**config.mk**
```make
export PLATFORM = sky130hd
export DESIGN_NAME = multicycle_control
export DESIGN_NICKNAME = d
export VERILOG_FILES = /design/src/rtl/multicycle_control.sv
export SDC_FILE = /design/constraint.sdc
export NUM_CORES = 1
export LEC_CHECK = 0
export CELL_PAD_IN_SITES_DETAIL_PLACEMENT = 1
export CELL_PAD_IN_SITES_GLOBAL_PLACEMENT = 1
export CORE_ASPECT_RATIO = 0.9
export CORE_UTILIZATION = 28
export CTS_CLUSTER_DIAMETER = 80
export DETAILED_ROUTE_END_ITERATION = 6
export PLACE_DENSITY_LB_ADDON = 0.1
export SLEW_MARGIN = 5
export SYNTH_ARGS = -nofsm -noshare
export SYNTH_HDL_FRONTEND = slang
export SYNTH_SLANG_ARGS = --single-unit
export TNS_END_PERCENT = 30
```
**constraint.sdc**
```tcl
create_clock -name clk -period 2.3 [get_ports clk]
set_input_delay 0.46 -clock clk [delete_from_list [all_inputs] [get_ports clk]]
set_output_delay 0.46 -clock clk [all_outputs]
set_load 0.01 [all_outputs]
```
**src/rtl/multicycle_control.sv**
```systemverilog
// Moore control sequencer for the multicycle RV32I-subset core: steps each
// instruction through FETCH/DECODE/execute states and drives datapath selects.
module multicycle_control (
  input  logic       clk,
  input  logic       reset,
  input  logic [6:0] op,
  input  logic       zero,
  input  logic       memReady,
  output logic       memReq,
  output logic       memWrite,
  output logic       irWrite,
  output logic       pcWrite,
  output logic       regWrite,
  output logic       adrSrc,
  output logic [1:0] aluSrcA,
  output logic [1:0] aluSrcB,
  output logic [1:0] resultSrc,
  output logic [1:0] aluOp,
  output logic [1:0] immSrc,
  output logic       illegal,
  output logic [3:0] state
);

  typedef enum logic [3:0] {
    FETCH    = 4'd0,
    DECODE   = 4'd1,
    MEMADR   = 4'd2,
    MEMREAD  = 4'd3,
    MEMWB    = 4'd4,
    MEMWRITE = 4'd5,
    EXECR    = 4'd6,
    ALUWB    = 4'd7,
    EXECI    = 4'd8,
    JAL      = 4'd9,
    BEQ      = 4'd10,
    ILLEGAL  = 4'd11
  } stateT;

  localparam logic [6:0] opLw   = 7'b0000011;
  localparam logic [6:0] opSw   = 7'b0100011;
  localparam logic [6:0] opR    = 7'b0110011;
  localparam logic [6:0] opI    = 7'b0010011;
  localparam logic [6:0] opBeq  = 7'b1100011;
  localparam logic [6:0] opJal  = 7'b1101111;

  stateT curState, nextState;

  always_ff @(posedge clk or posedge reset) begin
    if (reset) curState <= FETCH;
    else       curState <= nextState;
  end

  assign state = curState;

  always_comb begin
    nextState = curState;
    memReq    = 1'b0;
    memWrite  = 1'b0;
    irWrite   = 1'b0;
    pcWrite   = 1'b0;
    regWrite  = 1'b0;
    adrSrc    = 1'b0;
    aluSrcA   = 2'b00;
    aluSrcB   = 2'b00;
    resultSrc = 2'b00;
    aluOp     = 2'b00;
    illegal   = 1'b0;
    case (curState)
      FETCH: begin
        memReq    = 1'b1;
        aluSrcB   = 2'b10;
        resultSrc = 2'b10;
        irWrite   = memReady;
        pcWrite   = memReady;
        if (memReady) nextState = DECODE;
      end
      // DECODE precomputes the branch/jump target into ALUOut while dispatching.
      DECODE: begin
        aluSrcA = 2'b01;
        aluSrcB = 2'b01;
        case (op)
          opLw, opSw: nextState = MEMADR;
          opR:        nextState = EXECR;
          opI:        nextState = EXECI;
          opBeq:      nextState = BEQ;
          opJal:      nextState = JAL;
          default:    nextState = ILLEGAL;
        endcase
      end
      MEMADR: begin
        aluSrcA   = 2'b10;
        aluSrcB   = 2'b01;
        nextState = (op == opLw) ? MEMREAD : MEMWRITE;
      end
      MEMREAD: begin
        memReq = 1'b1;
        adrSrc = 1'b1;
        if (memReady) nextState = MEMWB;
      end
      MEMWB: begin
        resultSrc = 2'b01;
        regWrite  = 1'b1;
        nextState = FETCH;
      end
      MEMWRITE: begin
        memReq   = 1'b1;
        memWrite = 1'b1;
        adrSrc   = 1'b1;
        if (memReady) nextState = FETCH;
      end
      EXECR: begin
        aluSrcA   = 2'b10;
        aluOp     = 2'b10;
        nextState = ALUWB;
      end
      EXECI: begin
        aluSrcA   = 2'b10;
        aluSrcB   = 2'b01;
        aluOp     = 2'b10;
        nextState = ALUWB;
      end
      ALUWB: begin
        regWrite  = 1'b1;
        nextState = FETCH;
      end
      // ALUWB then writes the oldPC+4 link value computed here.
      JAL: begin
        aluSrcA   = 2'b01;
        aluSrcB   = 2'b10;
        pcWrite   = 1'b1;
        nextState = ALUWB;
      end
      BEQ: begin
        aluSrcA   = 2'b10;
        aluOp     = 2'b01;
        pcWrite   = zero;
        nextState = FETCH;
      end
      ILLEGAL: begin
        illegal   = 1'b1;
        nextState = ILLEGAL;
      end
      default: nextState = FETCH;
    endcase
    // Reset holds FETCH selects but must not let any strobe escape.
    if (reset) begin
      memReq   = 1'b0;
      memWrite = 1'b0;
      irWrite  = 1'b0;
      pcWrite  = 1'b0;
      regWrite = 1'b0;
      illegal  = 1'b0;
    end
  end

  always_comb begin
    case (op)
      opLw, opI: immSrc = 2'b00;
      opSw:      immSrc = 2'b01;
      opBeq:     immSrc = 2'b10;
      opJal:     immSrc = 2'b11;
      default:   immSrc = 2'b00;
    endcase
  end

endmodule

```
==> Word level (Yosys, flattened, before mapping) <==
Cells that the tools add are included.
{ "op_classes": {"n_eq_ne": 20, "n_mux": 24, "reduce_logical": 12} }
{ "op_table": {"columns": ["op", "n"], "rows": [
  ["$pmux 4 s7", 1],
  ["$pmux 4 s5", 1],
  ["$eq 4x3->1 const B", 4],
  ["$eq 4x4->1 const B", 4],
  ["$pmux 2 s2", 4],
  ["$eq 7x6->1 const B", 2],
  ["$eq 7x7->1 const B", 2],
  ["$mux 1", 12],
  ["$mux 4", 3],
  ["$reduce_or 2->1", 6],
  ["$reduce_or 3->1", 3],
  ["$eq 4x2->1 const B", 2],
  ["$eq 7x2->1 const B", 1],
  ["$eq 7x5->1 const B", 1],
  ["$ne 2x2->1 const B", 3],
  ["$pmux 2 s3", 1],
  ["$eq 4x1->1 const B", 1],
  ["$logic_not 4->1", 1],
  ["$reduce_or 4->1", 1],
  ["$mux 3", 1],
  ["$pmux 1 s3", 1],
  ["$reduce_and 3->1", 1]
]} }
{ "word_totals": {"regBits": 4, "in_bits": 11, "output_inout_bits": 21, "elab_cells": 57} }

==> Longest topological paths before layout <==
{ "depth": {"ltp_word": 4, "depth_mapped": 6, "depth_no_buf": 4} }

==> Worst setup path before layout <==
Ideal clock, no wire load.
{ "synth_path": {"path_kind": "register to output", "from": "register curState[1] (netlist: state[1])", "to": "output port pcWrite", "arrival_time_ps": 1586, "required_ps": 1840, "slack_ps": 254, "stages_incl_launch_ff": 5, "path_buffers": 1, "path_cell_list": "dfrtp_1 -> buf_6 -> nor4_1 -> and3_1 -> or2_1"} }
{ "synth_between": {"elab_chain_len": 3, "word_cells_on_any_way": 5, "cone_classes": "eq/ne: 2; mux: 2; reduce/logical: 1"} }
{ "synth_lines": {"columns": ["item", "line", "rtl"], "rows": [
  ["from (decl)", "46", "stateT curState, nextState;"],
  ["from (signal assigned)", "50", "else curState <= nextState;"],
  ["$eq 4x4->1 / $logic_not 4->1 (equally long branches)", "68", "case (curState)"],
  ["$pmux 1 s3 (*)", "68", null],
  ["$mux 1 (*)", "146", "if (reset) begin"],
  ["to (decl)", "12", "output logic pcWrite,"]
]} }
Every way passes the cells marked *; elsewhere a longest branch is shown, timed or not.

==> Worst setup path after layout <==
{ "layout_path": {"from": "register curState[1] (netlist: state[1])", "to": "output port aluOp[0]"} }
{ "layout_between": {"elab_chain_len": 3, "word_cells_on_any_way": 5, "cone_classes": "eq/ne: 3; mux: 1; reduce/logical: 1"} }
{ "layout_lines": {"columns": ["item", "line", "rtl"], "rows": [
  ["$eq 4x4->1 / $eq 4x3->1 (equally long branches)", "68", null],
  ["$reduce_or 2->1 (no line)", null, null],
  ["$pmux 2 s2 (*)", "68", null],
  ["to (decl)", "18", "output logic [1:0] aluOp,"]
]} }
Marked as above.

==> flow_metrics.py <==
metrics = {
    "yosys": {
        "async_reset_ff_share_pct": 100,
        "synth_area_leaders": "dfrtp_1 (16%), nor2_1 (5.9%), o21ai_0 (5.5%)",
        "synth_top_area_share_pct": 15.8,
        "netlist_area_um2": 632,
        "synth_ff_type": "dfrtp_1",
        "synth.largest_area_cell": "dfrtp_1",
        "yosysUniqueCellTypes": 38,
        "syn_inst": 90,
        "ys_seq_area_share_pct": 15.8,
        "synth_area_per_cell_um2": 7.02,
        "ys_ff_latch": 4,
        "synth_edf_count": 0,
        "yosys_warnings": 0,
        "synth_nets": 101,
    },
    "floorplan": {
        "die_x_um": 52.1,
        "start_util_pct": 31.2,
        "num_rows": 15,
        "boundaryPins": 32,
        "chipHeight_um": 47.1,
        "fp.dieArea_um2": 2450,
        "design.core.area_um2": 2030,
    },
    "route": {
        "wl_mm": 2.14,
        "drc": 0,
        "dr_total_vias": 828,
        "drtIter0Drc": 21,
        "dr.pass1.iters": 4,
        "ant_nets": 0,
        "wl_per_cell_um": 13.5,
        "viasPerCell": 5.24,
    },
    "hold_path": {
        "hp-class": "input pin to asynchronous set/reset pin",
    },
    "sta": {
        "tns_ns": -0.00414,
        "finClkSkew_ns": 0.000971,
        "setup_ws_ns": -0.00414,
        "tightest_slew_ns": 0.328,
        "fmax_mhz": 434,
        "rsz0062_at_grt": "yes",
        "post-route-period-util_pct": 100,
        "setup_viol": 1,
        "final.min_clock_period_ns": 2.30,
        "slew_headroom_pct": 77.8,
        "slew_violations": 0,
        "hold_violations": 0,
    },
    "final_layout": {
        "largest_reg_flops": 4,
        "stdcell_area_um2": 1130,
        "antennaDiodeCount": 0,
        "final_net_count": 146,
        "syn_to_final_growth_pct": 79.0,
        "drive_above_1_share_pct": 23.3,
    },
    "worst_setup_path": {
        "start_kind": "flip-flop",
        "reg2reg_slack_ns": 0.59,
        "path_class": "flip-flop to primary output",
        "crit_slowest_cell": "clkdlybuf4s50_1",
        "crit_family": "buffers and inverters",
        "required_ns": 1.84,
        "cp_cell_sequence": "buf_4, or2b_1, nor2_1, clkdlybuf4s50_1",
        "worst-path-buf-inv": 2,
        "critPathArrivalTime_ns": 1.84,
        "cp_max_fo": 11,
        "cp-end-kind": "primary output",
        "timing.critical_path.slowest_cell_delay_ns": 0.54,
    },
    "outcome": {
        "failed_checks": "negative setup slack",
        "outcome": "finished with violations",
    },
    "placement": {
        "dpl.hpwl_mm": 1.65,
        "portBuffers": 31,
        "gp_congestion": 0.817,
        "place_area_um2": 1040,
    },
    "clock_network": {
        "root_buffer": "clkbuf_4",
        "htree_levels": 1,
        "cts_tree": "yes",
        "clk_pin_slew_ns": 0.04,
        "clk_latency_ns": 0.23,
        "ctsLongestPathBuffers": 2,
        "cts.sinks": 4,
        "hold_buffers": 0,
        "numCtsBuffers": 3,
    },
    "flow_run": {
        "drv_cap": 0,
    },
    "power": {
        "p_per_area_nw_per_um2": 1120,
        "p_leak_nw": 0.537,
        "p_total_mw": 1.27,
        "peakVddDrop_mv": 0.691,
    },
    "grt": {
        "grt_max_degree": 24,
        "antenna_found_initial": 0,
        "grt_first_pass_wirelength_mm": 3.46,
        "overflow": 0,
        "grt_pass1_vias": 786,
        "grt_use_total_pct": 18.9,
    },
}
[kinds of logic (layout without fill, tap and decap cells)]
kind of cell           count (synthesis)  count (layout)  share of synthesized area (%)
flip-flops                             4               4                           15.8
XOR/XNOR                               3               3                           4.16
AO/OA/AOI/OAI                         21              21                           20.4
AND/OR/NAND/NOR                       52              52                           50.7
buffers and inverters                 10              53                           8.91
[path summary, 6_finish.rpt]
kind | cells after the start | startpoint | end
setup / recovery | 4 | state[1] | aluOp[0]
hold / removal | 3 | reset | state[1]
setup reg to reg | 5 | state[1] | state[0]
hold reg to reg | 2 | state[0] | state[3]
max in group asynchronous | 3 | reset | state[0]
min in group clk | 2 | state[0] | state[3]
[where the power goes]
group          internal (mW)  total, mW  switching [mW]
sequential             0.108      0.178          0.0707
combinational          0.537       1.01           0.469
clock                 0.0583     0.0865          0.0282
[layer usage]
metal / up-vias / share of wire, % / GRT usage [%]
met5: - / 0 / 0
met4: 0 / 0 / 3.24
met3: 0 / 2.9 / 1.94
met2: 20 / 52 / 36.4
met1: 395 / 45 / 23.2
li1: 413 / - / -
[tightest hold or removal path, cell delays in order]
cell           delay (ns)
dlygate4sd2_1        0.29
inv_1                0.09
buf_4                0.14
[cell type report]
cell class,instances,area [um^2]
Multi-Input combinational cell,76,508
Fill cell,257,896
Sequential cell,4,103
Inverter,2,7.51
Clock buffer,3,22.5
Tap cell,25,31.3
Timing Repair Buffer,48,459
[Yosys cell counts, types with 3 or more instances]
| library cell | n |
|---|---|
| nor2_1 | 10 |
| clkbuf_1 | 3 |
| nor2b_1 | 4 |
| nor3_1 | 5 |
| nand3b_1 | 4 |
| nor4b_1 | 3 |
| a21oi_1 | 6 |
| nand2_1 | 6 |
| dfrtp_1 | 4 |
| o21ai_0 | 7 |
| nand2b_1 | 3 |
| buf_2 | 3 |
[stage by stage]
stage | hold WS [ns] | util (%) | setup slack, ns | instances
2_1_floorplan | 0.240 | - | 0.254 | 90
3_5_place_dp | 0.753 | 51.2 | -0.104 | 153
3_3_place_gp | 0.741 | 51.2 | -0.0593 | 153
5_1_grt | 0.444 | 55.8 | -0.0636 | 158
4_1_cts | 0.400 | 52.7 | -0.0695 | 156
6_report | 0.423 | 55.8 | -0.00414 | 158
[repair_timing]
item | 4_1_cts | 5_1_grt
endpoints found under the setup margin | 8 | 11
gates resized for setup | 8 | 14
setup buffers | 0 | 2
cloned | 0 | 0
pin swaps | 1 | 1
[cell usage in the layout, fill, tap and decap left out, drive strengths merged]
| cell | n |
|---|---|
| nand2 | 6 |
| o22ai | 1 |
| nand2b | 3 |
| a22oi | 1 |
| o221ai | 1 |
| nor2 | 11 |
| or3 | 2 |
| nor3 | 6 |
| a222oi | 1 |
| clkbuf | 3 |
| dlygate4sd2 | 4 |
| or2b | 1 |
| clkdlybuf4s50 | 21 |
| a21oi | 6 |
| o21a | 1 |
| xor2 | 1 |
| buf | 17 |
| inv | 2 |
| xnor2 | 2 |
| nand3b | 4 |
| nor3b | 1 |
| nor4 | 2 |
| dlymetal6s2s | 6 |
| and2 | 1 |
| or2 | 2 |
| nor4b | 3 |
| o32a | 1 |
| dfrtp | 4 |
| and4 | 1 |
| and3 | 2 |
| a211oi | 1 |
| nor2b | 5 |
| and4b | 1 |
| o21ai | 7 |
| nand4b | 1 |
| a31oi | 1 |
Note: power is estimated with default switching activity, not from simulation.
